## config.mk

```make
export PLATFORM = sky130hd
export DESIGN_NAME = pc_gen
export DESIGN_NICKNAME = d
export VERILOG_FILES = /design/src/rtl/pc_gen_pkg.sv /design/src/rtl/pc_btb.sv /design/src/rtl/pc_gen.sv
export SDC_FILE = /design/constraint.sdc
export NUM_CORES = 1
export LEC_CHECK = 0
export BUFFER_PORTS_ARGS = -buffer_cell sky130_fd_sc_hd__buf_2
export CORE_MARGIN = 3
export CORE_UTILIZATION = 40
export CTS_BUF_LIST = sky130_fd_sc_hd__clkbuf_8 sky130_fd_sc_hd__clkbuf_16
export CTS_CLUSTER_SIZE = 16
export DETAILED_ROUTE_END_ITERATION = 10
export HOLD_SLACK_MARGIN = 0.05
export PLACE_DENSITY = 0.68
export SLEW_MARGIN = 5
export SYNTH_ARGS = -nofsm -noshare
export SYNTH_HDL_FRONTEND = slang
export SYNTH_SLANG_ARGS = --single-unit
export TNS_END_PERCENT = 20
```

## constraint.sdc

```tcl
create_clock -name clk -period 4.25 [get_ports clk]
set_input_delay 0.6375 -clock clk [delete_from_list [all_inputs] [get_ports clk]]
set_output_delay 0.6375 -clock clk [all_outputs]
set_load 0.01 [all_outputs]
```

## src/rtl/pc_gen_pkg.sv

```systemverilog
// Shared types and constants for the fetch PC generator and its branch target buffer.
package pc_gen_pkg;

    localparam int unsigned INSTR_STEP = 4;
    localparam int unsigned BTB_ENTRY_XLEN = 32;

    typedef enum logic [1:0] {
        PC_JALR   = 2'b00,
        PC_JAL    = 2'b01,
        PC_BRANCH = 2'b10,
        PC_SEQ    = 2'b11
    } pc_src_e;

    typedef enum logic [1:0] {
        IDLE,
        RUN,
        TRAP
    } pc_state_e;

    typedef struct packed {
        logic                      valid;
        logic [BTB_ENTRY_XLEN-1:0] tag;
        logic [BTB_ENTRY_XLEN-1:0] target;
    } btb_entry_t;

endpackage

```

## src/rtl/pc_btb.sv

```systemverilog
// Direct-mapped branch target buffer: combinational lookup, synchronous write/invalidate.
// Lookups see the pre-edge contents, so a same-index update is read-before-write.
module pc_btb
    import pc_gen_pkg::*;
#(
    parameter int unsigned XLEN      = 32,
    parameter int unsigned BTB_DEPTH = 8
) (
    input  logic            clk,
    input  logic            rst_n,
    input  logic [XLEN-3:0] lookup_addr,
    output logic            lookup_hit,
    output logic [XLEN-1:0] lookup_target,
    input  logic            wr_en,
    input  logic            inv_en,
    input  logic [XLEN-3:0] upd_addr,
    input  logic [XLEN-1:0] wr_target
);

    localparam int unsigned IDX_W = $clog2(BTB_DEPTH);
    localparam int unsigned TAG_W = XLEN - 2 - IDX_W;

    logic [BTB_DEPTH-1:0] valid_q;
    logic [TAG_W-1:0]     tag_q    [BTB_DEPTH];
    logic [XLEN-1:0]      target_q [BTB_DEPTH];

    logic [IDX_W-1:0] rd_idx;
    logic [TAG_W-1:0] rd_tag;
    logic [IDX_W-1:0] upd_idx;
    logic [TAG_W-1:0] upd_tag;

    assign rd_idx  = lookup_addr[IDX_W-1:0];
    assign rd_tag  = lookup_addr[XLEN-3:IDX_W];
    assign upd_idx = upd_addr[IDX_W-1:0];
    assign upd_tag = upd_addr[XLEN-3:IDX_W];

    assign lookup_hit    = valid_q[rd_idx] && (tag_q[rd_idx] == rd_tag);
    assign lookup_target = target_q[rd_idx];

    always_ff @(posedge clk or negedge rst_n) begin
        if (!rst_n) begin
            valid_q <= '0;
        end else if (wr_en) begin
            valid_q[upd_idx] <= 1'b1;
        end else if (inv_en && (tag_q[upd_idx] == upd_tag)) begin
            valid_q[upd_idx] <= 1'b0;
        end
    end

    // Tag/target storage needs no reset: it is qualified by valid_q.
    always_ff @(posedge clk) begin
        if (wr_en) begin
            tag_q[upd_idx]    <= upd_tag;
            target_q[upd_idx] <= wr_target;
        end
    end

endmodule

```

## src/rtl/pc_gen.sv

```systemverilog
// Fetch PC generator: owns the fetch PC, predicts next fetch, redirects on resolved mispredicts.
// Define PC_GEN_BTB_EN to instantiate the branch target buffer; otherwise prediction is pc + 4.
module pc_gen
    import pc_gen_pkg::*;
#(
    parameter int unsigned     XLEN         = 32,
    parameter logic [XLEN-1:0] RESET_VECTOR = '0,
    parameter int unsigned     BTB_DEPTH    = 8
) (
    input  logic            clk,
    input  logic            rst_n,
    input  logic            stall,
    input  logic            ex_valid,
    input  logic [1:0]      ex_pc_src,
    input  logic [XLEN-1:0] ex_pc,
    input  logic [XLEN-1:0] ex_rs1,
    input  logic [XLEN-1:0] ex_imm,
    input  logic            ex_cond,
    input  logic [XLEN-1:0] ex_pred_pc,
    output logic [XLEN-1:0] pc,
    output logic            pc_valid,
    output logic            flush,
    output logic            misalign_trap
);

    localparam logic [XLEN-1:0] STEP = XLEN'(INSTR_STEP);

    pc_state_e       state_q, state_d;
    logic [XLEN-1:0] pc_q, pc_d;
    logic            flush_q, flush_d;

    logic [XLEN-1:0] seq_pc;
    logic [XLEN-1:0] pred_pc;
    logic [XLEN-1:0] jalr_sum;
    logic [XLEN-1:0] actual_target;
    logic            ex_active;
    logic            mispredict;
    logic            misaligned;

    assign ex_active = ex_valid && (state_q == RUN);
    assign seq_pc    = pc_q + STEP;
    assign jalr_sum  = ex_rs1 + ex_imm;

    always_comb begin
        actual_target = ex_pc + STEP;
        unique case (pc_src_e'(ex_pc_src))
            PC_JALR:   actual_target = {jalr_sum[XLEN-1:1], 1'b0};
            PC_JAL:    actual_target = ex_pc + ex_imm;
            PC_BRANCH: actual_target = ex_cond ? (ex_pc + ex_imm) : (ex_pc + STEP);
            PC_SEQ:    actual_target = ex_pc + STEP;
            default:   actual_target = ex_pc + STEP;
        endcase
    end

    assign mispredict = ex_active && (actual_target != ex_pred_pc);
    assign misaligned = mispredict && (actual_target[1:0] != 2'b00);

`ifdef PC_GEN_BTB_EN
    logic            btb_hit;
    logic [XLEN-1:0] btb_target;
    logic            btb_wr_en;
    logic            btb_inv_en;

    assign btb_wr_en  = ex_active && ((pc_src_e'(ex_pc_src) == PC_JAL) ||
                                      ((pc_src_e'(ex_pc_src) == PC_BRANCH) && ex_cond));
    assign btb_inv_en = ex_active && (pc_src_e'(ex_pc_src) == PC_BRANCH) && !ex_cond;

    pc_btb #(
        .XLEN      (XLEN),
        .BTB_DEPTH (BTB_DEPTH)
    ) u_btb (
        .clk           (clk),
        .rst_n         (rst_n),
        .lookup_addr   (pc_q[XLEN-1:2]),
        .lookup_hit    (btb_hit),
        .lookup_target (btb_target),
        .wr_en         (btb_wr_en),
        .inv_en        (btb_inv_en),
        .upd_addr      (ex_pc[XLEN-1:2]),
        .wr_target     (actual_target)
    );

    assign pred_pc = btb_hit ? btb_target : seq_pc;
`else
    assign pred_pc = seq_pc;
`endif

    always_comb begin
        state_d = state_q;
        pc_d    = pc_q;
        flush_d = 1'b0;
        unique case (state_q)
            IDLE: state_d = RUN;
            RUN: begin
                // Redirect wins over stall; a misaligned redirect still loads pc and flushes.
                if (mispredict) begin
                    pc_d    = actual_target;
                    flush_d = 1'b1;
                    if (misaligned) begin
                        state_d = TRAP;
                    end
                end else if (!stall) begin
                    pc_d = pred_pc;
                end
            end
            TRAP: state_d = TRAP;
            default: state_d = IDLE;
        endcase
    end

    always_ff @(posedge clk or negedge rst_n) begin
        if (!rst_n) begin
            state_q <= IDLE;
            pc_q    <= RESET_VECTOR;
            flush_q <= 1'b0;
        end else begin
            state_q <= state_d;
            pc_q    <= pc_d;
            flush_q <= flush_d;
        end
    end

    assign pc            = pc_q;
    assign pc_valid      = (state_q == RUN);
    assign flush         = flush_q;
    assign misalign_trap = (state_q == TRAP);

endmodule

```

==> results of run 1 <==
==> how the worst max path moves through the flow <==
| stage | to | from | slack [ns] | cells after the start |
|---|---|---|---|---|
| after global routing | pc[8]$_DFFE_PN0P_ | ex_imm[0] | -0.17 | 18 |
| after floorplan | pc[27]$_DFFE_PN0P_ | ex_rs1[8] | 0.03 | 15 |
| after detailed placement | pc[12]$_DFFE_PN0P_ | ex_imm[0] | -0.35 | 19 |
| after global placement | pc[9]$_DFFE_PN0P_ | ex_imm[4] | -0.28 | 17 |
| final | pc[28]$_DFFE_PN0P_ | ex_rs1[0] | 0.02 | 16 |
| after CTS | pc[27]$_DFFE_PN0P_ | ex_imm[0] | 0.00005 | 18 |
==> cell usage in the layout, fill, tap and decap left out, types with 14 or more instances in the layout <==
master and count:
a21o_1 24, a21oi_1 86, and2_1 14, and3_1 14
buf_2 169, buf_4 247, dfrtp_1 35, ha_1 65
inv_1 26, mux2i_1 36, nand2_1 110, nand3_1 36
nand4_1 36, nor2_1 91, nor3_1 23, o21ai_0 50
xnor2_1 68, xor2_1 58
==> final cells by class <==
type                            count  area share (%)
Sequential cell                    35            8.28
Clock buffer                        5            1.18
Multi-Input combinational cell    925            60.7
Tap cell                          229            2.71
Inverter                           24           0.852
Clock inverter                      3           0.118
Timing Repair Buffer              420            26.1
==> where the power goes <==
part           internal, mW  switching (mW)  total (mW)  leakage, nW
Clock                 0.211           0.133       0.344       0.0762
Combinational          1.01            1.07        2.08         4.56
Sequential            0.500           0.194       0.694        0.420
==> routing by layer <==
| metal | global-route usage [%] | vias up | wire length, µm |
|---|---|---|---|
| li1 | - | 4597 | - |
| met1 | 37.8 | 4442 | 12600 |
| met2 | 46.2 | 439 | 13500 |
| met3 | 3.60 | 63 | 2520 |
| met4 | 9.25 | 0 | 891 |
| met5 | 0 | - | 0 |
==> critical path, delay by kind of cell <==
| family | cells | cell delay [ns] |
|---|---|---|
| simple gates | 6 | 1.45 |
| compound gates | 4 | 1.05 |
| fa+ha+maj | 1 | 0.41 |
| mux | 1 | 0.33 |
| buf+inv | 2 | 0.31 |
| xor+xnor | 2 | 0.20 |
==> through the flow <==
stage | std cells | util [%]
final | 1641 | 58.3
after CTS | 1640 | 57.8
after detailed placement | 1630 | 56.8
after global placement | 1630 | 56.8
after global routing | 1641 | 58.3
after floorplan | 1025 | -
==> state kept, by name, indices dropped and copies added (netlist names) <==
register	flops
flush	1
pc	32
state_q	2
==> timing repair <==
item | CTS | global route
pin swaps | 1 | 7
setup buffers | 2 | 1
resized for setup | 6 | 16
endpoints found under the setup margin | 26 | 35
==> kinds of logic after synthesis <==
logic type | after synthesis | share of synthesized area, %
buffers and inverters | 65 | 3.53
xor gates and xnor gates | 126 | 14.8
muxes | 45 | 6.18
and+or+nand+nor | 390 | 25.6
adders and majority gates | 68 | 11.6
DFF | 35 | 11.8
AOI/OAI and AO/OA | 296 | 26.5
==> impl_metrics.ini, run 1 <==
[status]
status = complete, no violations

[routing]
wl_per_cell_um = 18.0
vias = 9541
via_per_inst = 5.81
drt_pre_antenna_iters = 7
drtIter0Drc = 779
drc = 0
postRouteAntennaNets = 0
routed_wl_um = 29500

[sta]
rsz0062_at_grt = yes
setup_viol = 0
skew_ns = 0.00148
slew_viol_final = 0
max-slew-margin-rel_pct = 49.1
hold_viol = 0
finalCritPeriodShare_pct = 99.6
setup_tns_ns = 0
whs_ns = 0.424
setup_ws_ns = 0.0180
fmax_mhz = 236
layout_min_cycle_time_ns = 4.23
tightest_slew_ns = 0.764

[place]
gp_congestion = 0.997
placed_area_um2 = 10300
portBuffers = 169
dp_hpwl_um = 24900
place_ws_ns = -0.352

[final_layout]
area_growth_pct = 42.0
antenna_cells = 0
fillCellCount = 1715
finish.instance_area_um2 = 10600
multi_input_area_um2 = 6430
regArea_um2 = 876
drive_gt1_share_pct = 32.6
nets = 1614

[critical_path]
cp_max_fo = 14
critPathCaptureType = flip-flop
crit_type = primary input to flip-flop
r2r_end = pc[27]$_DFFE_PN0P_
startpoint_type = primary input
critPathMaxStageDelay_ns = 0.57
rr_worst_depth = 10
cp_slowest_cell = or4_1
r2r-start = pc[6]$_DFFE_PN0P_
cp_cell_sequence = buf_2 > and2_1 > fa_1 > a211o_1 > o21ai_1 > xor2_1 > a221oi_2 > xor2_1 > or4_1 > nor4_2 > nand4_1 > nor4_2 > nand4_1 > o41ai_4 > buf_12 > mux2_1
r2r_slack_ns = 1.54
worstPathRequired_ns = 4.41
arrival_ns = 4.39

[floorplanning]
io_pins = 170
die_width_um = 142
die_h_um = 142
core-area_um2 = 18100
rows = 49
dieArea_um2 = 20300
start_util_pct = 41.1

[clocking]
cts_max_level = 2
cts_tree = yes
clk_pin_slew_ns = 0.05
insertion_delay_ns = 0.28
clockBufferDepth = 2
hold_buffers = 0
cts-root-buf = clkbuf_16
numCtsBuffers = 5
cts_sinks = 35

[logic_synthesis]
synth_area_leaders = dfrtp_1 (12%), ha_1 (11%), xnor2_1 (8.0%), xor2_1 (6.8%), a21oi_1 (5.8%)
synth_seq_cells = 35
synth_area_um2 = 7450
synth_top_area_share_pct = 11.8
yosys-top-cells-count = nand2_1 (110), nor2_1 (93), a21oi_1 (86)
ys.flop_type = dfrtp_1
ys_types = 80
yosysMostFrequentCell = nand2_1
synth_warnings = 0
synth_area_per_cell_um2 = 7.27
synth_edf_count = 0
yosys.area.top_type = dfrtp_1
async_flop_share_pct = 100
yosysSeqAreaShare_pct = 11.8
synth_cells = 1025
synth_nets = 1228

[pwr]
leakagePower_nw = 5.05
power.total_mw = 3.12
vdd_ir_drop_max_v = 0.000194
p_per_area_nw_per_um2 = 295

[run]
maxCapViolations = 0

[grt]
track_usage_pct = 28.0
gr-total-overflow = 0
grt_pass1_vias = 9053
grt_pass1_wl_um = 45600
grt_max_degree = 36
antenna_found_initial = 0

[min_path]
hold_class = primary input to asynchronous set/reset pin
(Power assumes the default switching activity.)
==> run 2: changes to the inputs <==
--- a/config.mk
+++ b/config.mk
@@ -13,6 +13,7 @@
 export DETAILED_ROUTE_END_ITERATION = 10
 export HOLD_SLACK_MARGIN = 0.05
 export PLACE_DENSITY = 0.68
+export REMOVE_ABC_BUFFERS = 1
 export SLEW_MARGIN = 5
 export SYNTH_ARGS = -nofsm -noshare
 export SYNTH_HDL_FRONTEND = slang
==> run 2 against run 1 <==
Against the previous run:
- critical path type unchanged
- the flow now finishes with violations (negative setup slack)
- highest routed layer unchanged
- sequential power is 2% higher
- largest cell class unchanged
- global-route usage is 0.98 points higher
- non-clock buffer count up 29
- sequential share of layout area down 0.40 points
==> impl_metrics.ini, run 2 (synthesis results as in run 1) <==
[routing]
drtIter0Drc = 910
wl_per_cell_um = 18.8
postRouteAntennaNets = 0
routed_wl_um = 31300
drc = 0
via_per_inst = 5.91
drt_pre_antenna_iters = 6
vias = 9870

[floorplanning]
start_util_pct = 41.1
die_h_um = 142
core-area_um2 = 18100
dieArea_um2 = 20300
rows = 49
die_width_um = 142
io_pins = 170

[grt]
use_met3_pct = 2.72
gr-total-overflow = 0
grt_max_degree = 36
antenna_found_initial = 0
track_usage_pct = 29.0
grt_pass1_vias = 9366
use_met2_pct = 49.0
grt_pass1_wl_um = 47600
use_met1_pct = 39.1
grt.busiest_layer = met2

[pwr]
leakagePower_nw = 5.28
p_int_mw = 1.83
seqPwrFrac_pct = 21.3
power.share.clock_pct = 10.9
p_switching_mw = 1.48
vdd_ir_drop_max_v = 0.000207
combPwrFrac_pct = 67.8
p_per_area_nw_per_um2 = 297
p_sw_share_pct = 44.7

[clocking]
cts_max_level = 2
cts_tree = yes
cts-root-buf = clkbuf_16
cts_sinks = 35
numCtsBuffers = 5
insertion_delay_ns = 0.28
hold_buffers = 0
clockBufferDepth = 2
clk_pin_slew_ns = 0.05

[critical_path]
crit_type = primary input to flip-flop
cp_common_cell = nand4_1
cp_slowest_cell = o41ai_4
critPathCaptureType = flip-flop
path_buf_inv = 4
crit_family = compound AO/OA/AOI/OAI gates
critPathMaxStageDelay_ns = 0.51
r2r_slack_ns = 1.38
arrival_ns = 4.72
cp_cell_sequence = buf_2 > ha_1 > inv_1 > fa_2 > nand2b_4 > a211oi_4 > buf_6 > o21ai_2 > and3_1 > o21ai_0 > a21oi_1 > a211oi_1 > nand4_1 > nor4_2 > nand4_1 > o41ai_4 > clkbuf_16 > mux2_4
worstPathRequired_ns = 4.41
cp_max_fo = 7
startpoint_type = primary input

[status]
violations = negative setup slack
status = complete, but fails checks

[sta]
layout_min_cycle_time_ns = 4.55
rsz0062_at_grt = yes
finalCritPeriodShare_pct = 107
slew_viol_final = 0
hold_viol = 0
tightest_slew_ns = 0.796
fmax_mhz = 220
setup_ws_ns = -0.303
setup_tns_ns = -8.09
setup_viol = 35
max-slew-margin-rel_pct = 46.9
skew_ns = 0.00409

[final_layout]
fin_util_pct = 61.3
largest_reg_flops = 32
layoutNonFillerInstCount = 1669
drive_gt1_share_pct = 36.7
antenna_cells = 0
nets = 1643
final_cell_mix = buf_4 (269), buf_2 (168), nand2_1 (110)
final_common_cell = buf_4
area_growth_pct = 49.3

[place]
gp_congestion = 0.989
place_inst = 1639
dp_hpwl_um = 25300
portBuffers = 169

[run]
maxCapViolations = 0

[min_path]
hold_class = primary input to asynchronous set/reset pin
[run 2: path summary, 6_finish.rpt]
kind                                            to         startpoint  depth (start not counted)
worst max-delay path             pc[4]$_DFFE_PN0P_           ex_pc[0]                         18
worst min-delay path            pc[12]$_DFFE_PN0P_              rst_n                          1
worst max register to register  pc[27]$_DFFE_PN0P_  pc[6]$_DFFE_PN0P_                         10
worst min register to register   pc[1]$_DFFE_PN0P_  pc[1]$_DFFE_PN0P_                          2
max in group asynchronous       pc[26]$_DFFE_PN0P_              rst_n                          1
min in group clk                 pc[1]$_DFFE_PN0P_  pc[1]$_DFFE_PN0P_                          2
[run 2: final cells by class]
| cell class | count | area [µm²] |
|---|---|---|
| clock buffer | 6 | 139 |
| clock inverter | 1 | 5.00 |
| fill | 1612 | 7030 |
| inverter | 24 | 90.1 |
| multi-input combinational | 925 | 6680 |
| sequential | 35 | 876 |
| tap | 229 | 287 |
| timing repair buffer | 449 | 3050 |
[run 2: timing repair]
item	4_1_cts	5_1_grt
gates resized for setup	43	52
buffers inserted	17	7
setup endpoints to repair	35	35
gates cloned	1	0
pin swaps	28	20
[run 2: per-layer routing]
metal | up-vias | wire length, µm | part of all wire (%)
li1 | 4661 | - | -
met1 | 4639 | 13000 | 42
met2 | 482 | 14800 | 47
met3 | 88 | 2520 | 8.1
met4 | 0 | 943 | 3.0
met5 | - | 0 | 0
[run 2: power groups by stage]
stage | clock [mW] | sequential [mW] | combinational (mW)
after floorplan | 0 | 0.734 | 1.02
after detailed placement | 0 | 0.692 | 1.98
final | 0.360 | 0.705 | 2.24
after global placement | 0 | 0.685 | 1.95
after global routing | 0.372 | 0.727 | 2.41
after CTS | 0.358 | 0.692 | 2.11
[run 2: worst register-to-register path, stage by stage (launching register included)]
cell and delay (ns):
dfrtp_1 0.44, nand4_1 0.15, nor2_1 0.34, and4_1 0.33, and3_1 0.22, nand4_1 0.21, nor3_1 0.28, and3_1 0.29
nand2_1 0.09, xnor2_1 0.13, mux2_4 0.26
[run 2: stage by stage]
| stage | total power, mW | area (µm²) | worst slack (ns) | hold slack, ns |
|---|---|---|---|---|
| 2_1_floorplan | 1.76 | 7280 | -1.34 | 0.342 |
| 3_3_place_gp | 2.63 | 10400 | -0.685 | 0.513 |
| 3_5_place_dp | 2.67 | 10400 | -0.782 | 0.520 |
| 4_1_cts | 3.16 | 10800 | -0.183 | 0.469 |
| 5_1_grt | 3.51 | 11100 | -0.422 | 0.513 |
| 6_report | 3.31 | 11100 | -0.303 | 0.443 |
